[config.mk]
export PLATFORM = sky130hd
export DESIGN_NAME = down_counter
export DESIGN_NICKNAME = d
export VERILOG_FILES = /design/src/rtl/down_counter.sv
export SDC_FILE = /design/constraint.sdc
export NUM_CORES = 1
export LEC_CHECK = 0
export BUFFER_PORTS_ARGS = -buffer_cell sky130_fd_sc_hd__buf_2
export CAP_MARGIN = 20
export CORE_MARGIN = 2
export CORE_UTILIZATION = 50
export DETAILED_ROUTE_END_ITERATION = 10
export PLACE_DENSITY = 0.76
export SLEW_MARGIN = 10
export SYNTH_ARGS = -nofsm -noshare
export SYNTH_HDL_FRONTEND = slang
export SYNTH_SLANG_ARGS = --single-unit
[constraint.sdc]
create_clock -name clk -period 2.75 [get_ports clk]
set_input_delay 0.1375 -clock clk [delete_from_list [all_inputs] [get_ports clk]]
set_output_delay 0.1375 -clock clk [all_outputs]
set_load 0.05 [all_outputs]
[src/rtl/down_counter.sv]
// Modulo-N down counter with one-shot/periodic modes, a three-state control FSM,
// a combinational borrow and a registered terminal-count pulse.
module down_counter #(
  parameter int N = 10,
  parameter int M = 4
) (
  input  logic         clk,
  input  logic         rst,
  input  logic         start,
  input  logic         stop,
  input  logic         en,
  input  logic         mode,
  input  logic [M-1:0] load_val,
  output logic [M-1:0] count,
  output logic         busy,
  output logic         bout,
  output logic         done
);

  typedef enum logic [1:0] {
    S_IDLE = 2'd0,
    S_RUN  = 2'd1,
    S_DONE = 2'd2
  } state_t;

  localparam logic [M-1:0] MAX_VAL = M'(N - 1);
  localparam logic [M-1:0] ONE     = M'(1);
  localparam logic [M-1:0] ZERO    = '0;

  state_t       state_q, state_d;
  logic [M-1:0] count_q, count_d;
  logic [M-1:0] reload_q, reload_d;
  logic         mode_q, mode_d;
  logic         done_q, done_d;
  logic [M-1:0] load_clamped;

  assign load_clamped = (load_val > MAX_VAL) ? MAX_VAL : load_val;

  always_comb begin
    state_d  = state_q;
    count_d  = count_q;
    reload_d = reload_q;
    mode_d   = mode_q;
    done_d   = 1'b0;
    case (state_q)
      S_IDLE: begin
        // stop has priority over a simultaneous start
        if (!stop && start) begin
          count_d  = load_clamped;
          reload_d = load_clamped;
          mode_d   = mode;
          state_d  = S_RUN;
        end
      end
      S_RUN: begin
        if (stop) begin
          state_d = S_IDLE;
        end else if (start) begin
          // restart beats a coinciding terminal count, so no done here
          count_d  = load_clamped;
          reload_d = load_clamped;
          mode_d   = mode;
        end else if (en) begin
          if (count_q != ZERO) begin
            count_d = count_q - ONE;
          end else if (mode_q) begin
            count_d = reload_q;
            done_d  = 1'b1;
          end else begin
            state_d = S_DONE;
            done_d  = 1'b1;
          end
        end
      end
      S_DONE: begin
        state_d = S_IDLE;
      end
      default: begin
        state_d = S_IDLE;
      end
    endcase
  end

  always_ff @(posedge clk or negedge rst) begin
    if (!rst) begin
      state_q  <= S_IDLE;
      count_q  <= '0;
      reload_q <= '0;
      mode_q   <= 1'b0;
      done_q   <= 1'b0;
    end else begin
      state_q  <= state_d;
      count_q  <= count_d;
      reload_q <= reload_d;
      mode_q   <= mode_d;
      done_q   <= done_d;
    end
  end

  assign count = count_q;
  assign busy  = (state_q == S_RUN);
  assign bout  = (state_q == S_RUN) && (count_q == ZERO);
  assign done  = done_q;

endmodule

Word-level counts from Yosys, hierarchy flattened
Cells that the tools add are included.
- add/subtract/negate cells: 1
- magnitude comparators: 1
- equality and inequality tests: 10
- muxes and demuxes: 27
- reduce and logical (&&, ||, !) cells: 10
- operator list (kind ; number):
    2-to-1 mux 4 bit ; 9
    case mux 4 bit (2 select lines) ; 2
    != test 3 bit (second input constant) ; 5
    2-to-1 mux 2 bit ; 6
    AND reduction 5 bit ; 2
    2-to-1 mux 1 bit ; 8
    != test 2 bit (second input constant) ; 3
    greater-than comparator 4 bit (second input constant) ; 1
    zero test 4 bit ; 1
    != test 4 x 2 -> 1 bit (second input constant) ; 1
    case mux 2 bit (2 select lines) ; 1
    AND reduction 4 bit ; 1
    nonzero test 4 bit ; 1
    subtractor 4 x 1 -> 4 bit (second input constant) ; 1
    == test 2 x 1 -> 1 bit (second input constant) ; 1
    logical AND 1 bit ; 2
    zero test 2 bit ; 1
    case mux 1 bit (2 select lines) ; 1
    nonzero test 2 bit ; 1
    zero test 1 bit ; 1
- register bits after elaboration: 12
- bits of input ports: 10
- output and inout bits: 7
- word-level logic and storage cells: 54

Depth between registers and ports, before layout
- depth after elaboration: 6
- depth in mapped cells: 6
- mapped depth without buffers: 6

Worst setup path after synthesis
Ideal clock, no wire load.
- path kind: register -> output
- from: register count_q[1], in the netlist count[1]
- to: output port bout
- data arrival time: 2.084 ns
- path slack: 0.529 ns
- stages on the path, launching flop included: 5
- buffers on the path: 0
- cell sequence: dfrtp_1 inv_1 ha_1 or3b_2 nor2_1
- word-level cells in the longest chain between the ends: 2
- RTL lines (item ; line ; source):
    start: declaration ; 31 ; logic [M-1:0] count_q, count_d;
    start signal: assignment ; 93 ; count_q <= count_d;
    zero test 4 bit ; 102 ; assign bout = (state_q == S_RUN) && (count_q == ZERO);
    logical AND 1 bit ; 102 ;
    end: declaration ; 16 ; output logic bout,
Every way passes these cells.

Worst setup path after layout
- from: register count_q[0], in the netlist count[0]
- to: register count_q[2], in the netlist count[2]
- word-level cells in the longest chain between the ends: 6
- elaborated cells on any way between the ends: 9
- those cells by class: 1 x add/sub; 1 x eq/ne; 5 x mux; 2 x reduce/logical
- RTL lines (item ; line ; source):
    subtractor 4 x 1 -> 4 bit / nonzero test 4 bit (equally long branches) ; 65, 64 ;
    2-to-1 mux 4 bit ; 64 ; if (count_q != ZERO) begin
    2-to-1 mux 4 bit ; 63 ; end else if (en) begin
    2-to-1 mux 4 bit ; 58 ; end else if (start) begin
    2-to-1 mux 4 bit ; 56 ; if (stop) begin
    case mux 4 bit (2 select lines) ; 45 ; case (state_q)
Several ways; a longest one is shown, not always the timed one. The select of a mux whose other input is x is not followed.
A chain may end at the register's enable or synchronous reset.

==> impl_summary.md <==
Global route
The first global-routing pass estimated approximately 2000 um of wire. The global route total overflow is 0. Entering global routing, the biggest net connects 13 pins.

The number of antenna violations at the first check in global routing is 0. Across every metal layer, demand over resource in global routing totals 0.192. The number of global-route vias before repair is 450.

Logic synthesis
The portion of synthesized area spent on multiplexers is 0.0985. The number of warning messages in the yosys log is 0. The number of distinct library cells after synthesis is 24. The sequential fraction of the synthesis area is 0.446. The most used flip-flop cell after synthesis is dfrtp_1. The arithmetic-cell share of the synthesized area counting full adders, half adders and majority gates is 0.0186. Counting flops with a built-in enable in the synthesized netlist gives 0. The synthesized design contains 12 register bits. The simple-gate share of the synthesized area is 0.234. The synthesized net count is 77. For this run, asynchronously set or reset flops after synthesis account for 1.00. The xor/xnor cell area share of the yosys netlist is 0.

The main combinational cell family by area after synthesis is simple AND/OR/NAND/NOR gates. The synthesized instance count is 66. The synthesized-area fraction occupied by ao, oa, aoi and oai cells is 0.175.

Ranked by total cell area, the synthesized netlist is headed by dfrtp_1, mux2_2, nand2_1. The synthesized netlist occupies a cell area of ~670 um^2. The library cell with the largest summed area after synthesis is dfrtp_1. In this run the mean area of a mapped cell was between 10 and 15 um^2.

The fraction of synthesized cell area taken by the top area cell type is 0.446.

Detailed routing
The detailed router finished its first iteration with 14 violations. For this run, design rule violations remaining after detail routing come to 0. The remaining number of nets flagged by the antenna check after routing is 0. After detailed routing, the average wire length per cell comes to approximately 12 um. The detailed-route vias per instance is ~5.3.

The routed layout has ~540 vias. After detailed routing, the total wire length is between 1000 and 1500 um. The number of search-and-repair iterations in the first detailed-routing pass is 4.

Cells and area
The most common library cell in the layout ignoring fill and taps is buf_2. The proportion of layout cells with a drive suffix above 1 is 0.364. The filler cells instantiated in the layout total 98. The post-route non-filler standard cell count is between 100 and 150. Leaving out fill and tap cells, the most frequent cells in the layout are buf_2, dfrtp_1, nand2_1. The combined area of the multi-input logic cells is 354 um^2. The net count of the finished layout is 100.

The number of antenna diodes in the final layout is 0. The synthesis-to-layout area growth is 22.7%. In the final layout, flip-flops and latches occupy between 300 and 400 um^2.

Setup path
The capturing point of the worst reg2reg path is count[2]. The worst setup path is launched from a flip-flop. The worst flop-to-flop path startpoint is count[0]. At the worst endpoint, the arrival time is 2240 ps. The type of destination of the critical path is a flip-flop. By startpoint and endpoint, the worst setup path is classified as flip-flop to flip-flop. The maximum fanout along the worst path is 8. The setup slack of the worst register-to-register path is about 670 ps.

The number of cells on the worst reg-to-reg path is 5. STA puts the critical path data required time at around 2900 ps.

Worst hold path
The end point of the most critical hold path is done. The source of the worst hold timing path is stop. The min-delay analysis places its worst path in the category input pin to flip-flop. Counting instances, the worst hold path has a depth of 2.

STA
Dividing the final minimum period by the clock period gives 0.756. Setup repair after global routing left no endpoint under its margin. The number of pins exceeding their max-slew limit in the final report was 0. For the final database, setup skew stands at between 0.7 and 0.8 ps. The maximum clock frequency is 481 MHz. Setup violations remaining at the end of the flow were counted as 0. The setup TNS after final layout is 0 ps. The shortest period the worst path allows is ~2100 ps. The number of failing hold endpoints at the final stage is 0.

The worst-case headroom to the max-slew limit is 0.687. The measured slew at the worst slew-check pin is about 470 ps.

Clock network
The clock slew at the register clock pins of the worst setup and hold paths is approximately 80 ps. Once the clock tree was built, the setup fixing pass inserted 0 buffers. CTS placed an instance of clkbuf_4 at the clock tree root. For this design, the sink count on the clock tree is 12. The count of cells resized by post-cts repair is 0. Counting along the longest clock path gives a buffer depth of 2.

Clock latency on the worst-skew pair, taken at its later pin, is approximately 270 ps. The TritonCTS clock tree is done. The number of clock buffers added by TritonCTS is 3. In this run the number of H-tree levels came out at 1.

Power and ir drop
Of the total power, the share spent switching nets is 0.380. Summed over all cells, the static leakage comes to a little over 0.4 nW. The share of power burned in combinational logic is 0.360.

Of the total power, registers draw 0.397. The net switching power figure is between 200 and 250 uW. The power per cell area is 707 nW/um^2. VDD sags by at most between 0.4 and 0.5 mV. The cell-internal power is 362 uW. The part of the total power dissipated in the clock network is 0.243.

Die
In this run the core area contains 13 standard-cell rows. The width of the chip is around 40 um. The core region is around 1300 um^2.

The number of I/O pins is 17. The effective utilization at floorplan is 0.524. Measured along the y axis, the die boundary spans 40.7 um. The full die area is approximately 1700 um^2.

Placed design
Buffers placed on the I/O ports in this run total 16. The cell count after placement is between 90 and 100. Routability-driven placement finished with a final weighted congestion of approximately 0.78.

The half-perimeter wire length after placement is 978 um.

Outcome
The flow ran to the end, and the final reports show no timing, DRC or antenna violations.

Flow run
Max-cap violations in this run came to 0.
-- how the worst max path moves through the flow --
stage                         from        to  slack [ps]  depth (start not counted)
after floorplan           count[1]      bout         530                          4
after global placement    count[0]  count[2]         740                          5
after detailed placement  count[0]  count[2]         700                          5
after CTS                 count[0]  count[2]         680                          5
after global routing      count[0]  count[2]         580                          5
final                     count[0]  count[2]         670                          5
-- per-stage QoR --
stage          instance area (um^2)  power (mW)  utilization  setup WS, ps  hold WS, ps
6_report                        826       0.584        0.643           671         83.5
5_1_grt                         826       0.618        0.643           578         73.4
4_1_cts                         826       0.587        0.643           675         71.1
3_5_place_dp                    779       0.445        0.607           697         31.0
3_3_place_gp                    779       0.443        0.607           735         33.1
2_1_floorplan                   673       0.391            -           529         -158
-- kinds of logic after synthesis --
group / count (synthesis)
multiplexers: 6
flip-flops: 12
AO/OA/AOI/OAI: 13
buffers and inverters: 5
AND/OR/NAND/NOR: 29
adder cells (fa/ha/maj): 1
-- final cells by class --
| class | count | area share |
|---|---|---|
| inverters | 5 | 0.0227 |
| repair buffers | 18 | 0.118 |
| well taps | 15 | 0.0227 |
| flip-flops and latches | 12 | 0.364 |
| multi-input cells | 49 | 0.429 |
| clock buffers | 4 | 0.0439 |
-- worst max-delay path, cell delays in order (launching register included) --
cell and delay, ps:
dfrtp_1 420, inv_1 90, ha_1 230, or4b_4 490
a32oi_4 360, mux2_2 370
-- timing repair --
| item | CTS | global route |
|---|---|---|
| setup endpoints to repair | 0 | 0 |
| hold endpoints to repair | 12 | 0 |
| hold buffers | 1 | 0 |
-- Yosys cell counts, types with 2 or more instances --
cell	n
dfrtp_1	12
inv_1	5
mux2_2	5
nand2_1	10
nand2b_1	4
nor2_1	5
nor2b_1	2
nor3b_1	3
o21ai_0	5
-- state kept, by name, indices dropped and copies added (netlist names) --
register / count
count: 4
mode_q: 1
state_q: 2
done: 1
reload_q: 4
-- power groups by stage --
stage	combinational, mW	sequential [mW]	clock, mW
final	0.210	0.232	0.142
after global routing	0.228	0.236	0.154
after CTS	0.212	0.231	0.144
after detailed placement	0.210	0.235	0
after global placement	0.210	0.233	0
after floorplan	0.111	0.280	0
-- routing by layer --
| metal | up-vias | share of wire | global-route usage |
|---|---|---|---|
| li1 | 278 | - | - |
| met1 | 240 | 0.50 | 0.264 |
| met2 | 21 | 0.44 | 0.278 |
| met3 | 2 | 0.054 | 0.0489 |
| met4 | 0 | 0.0087 | 0.100 |
| met5 | - | 0 | 0 |
(Power assumes the default switching activity.)
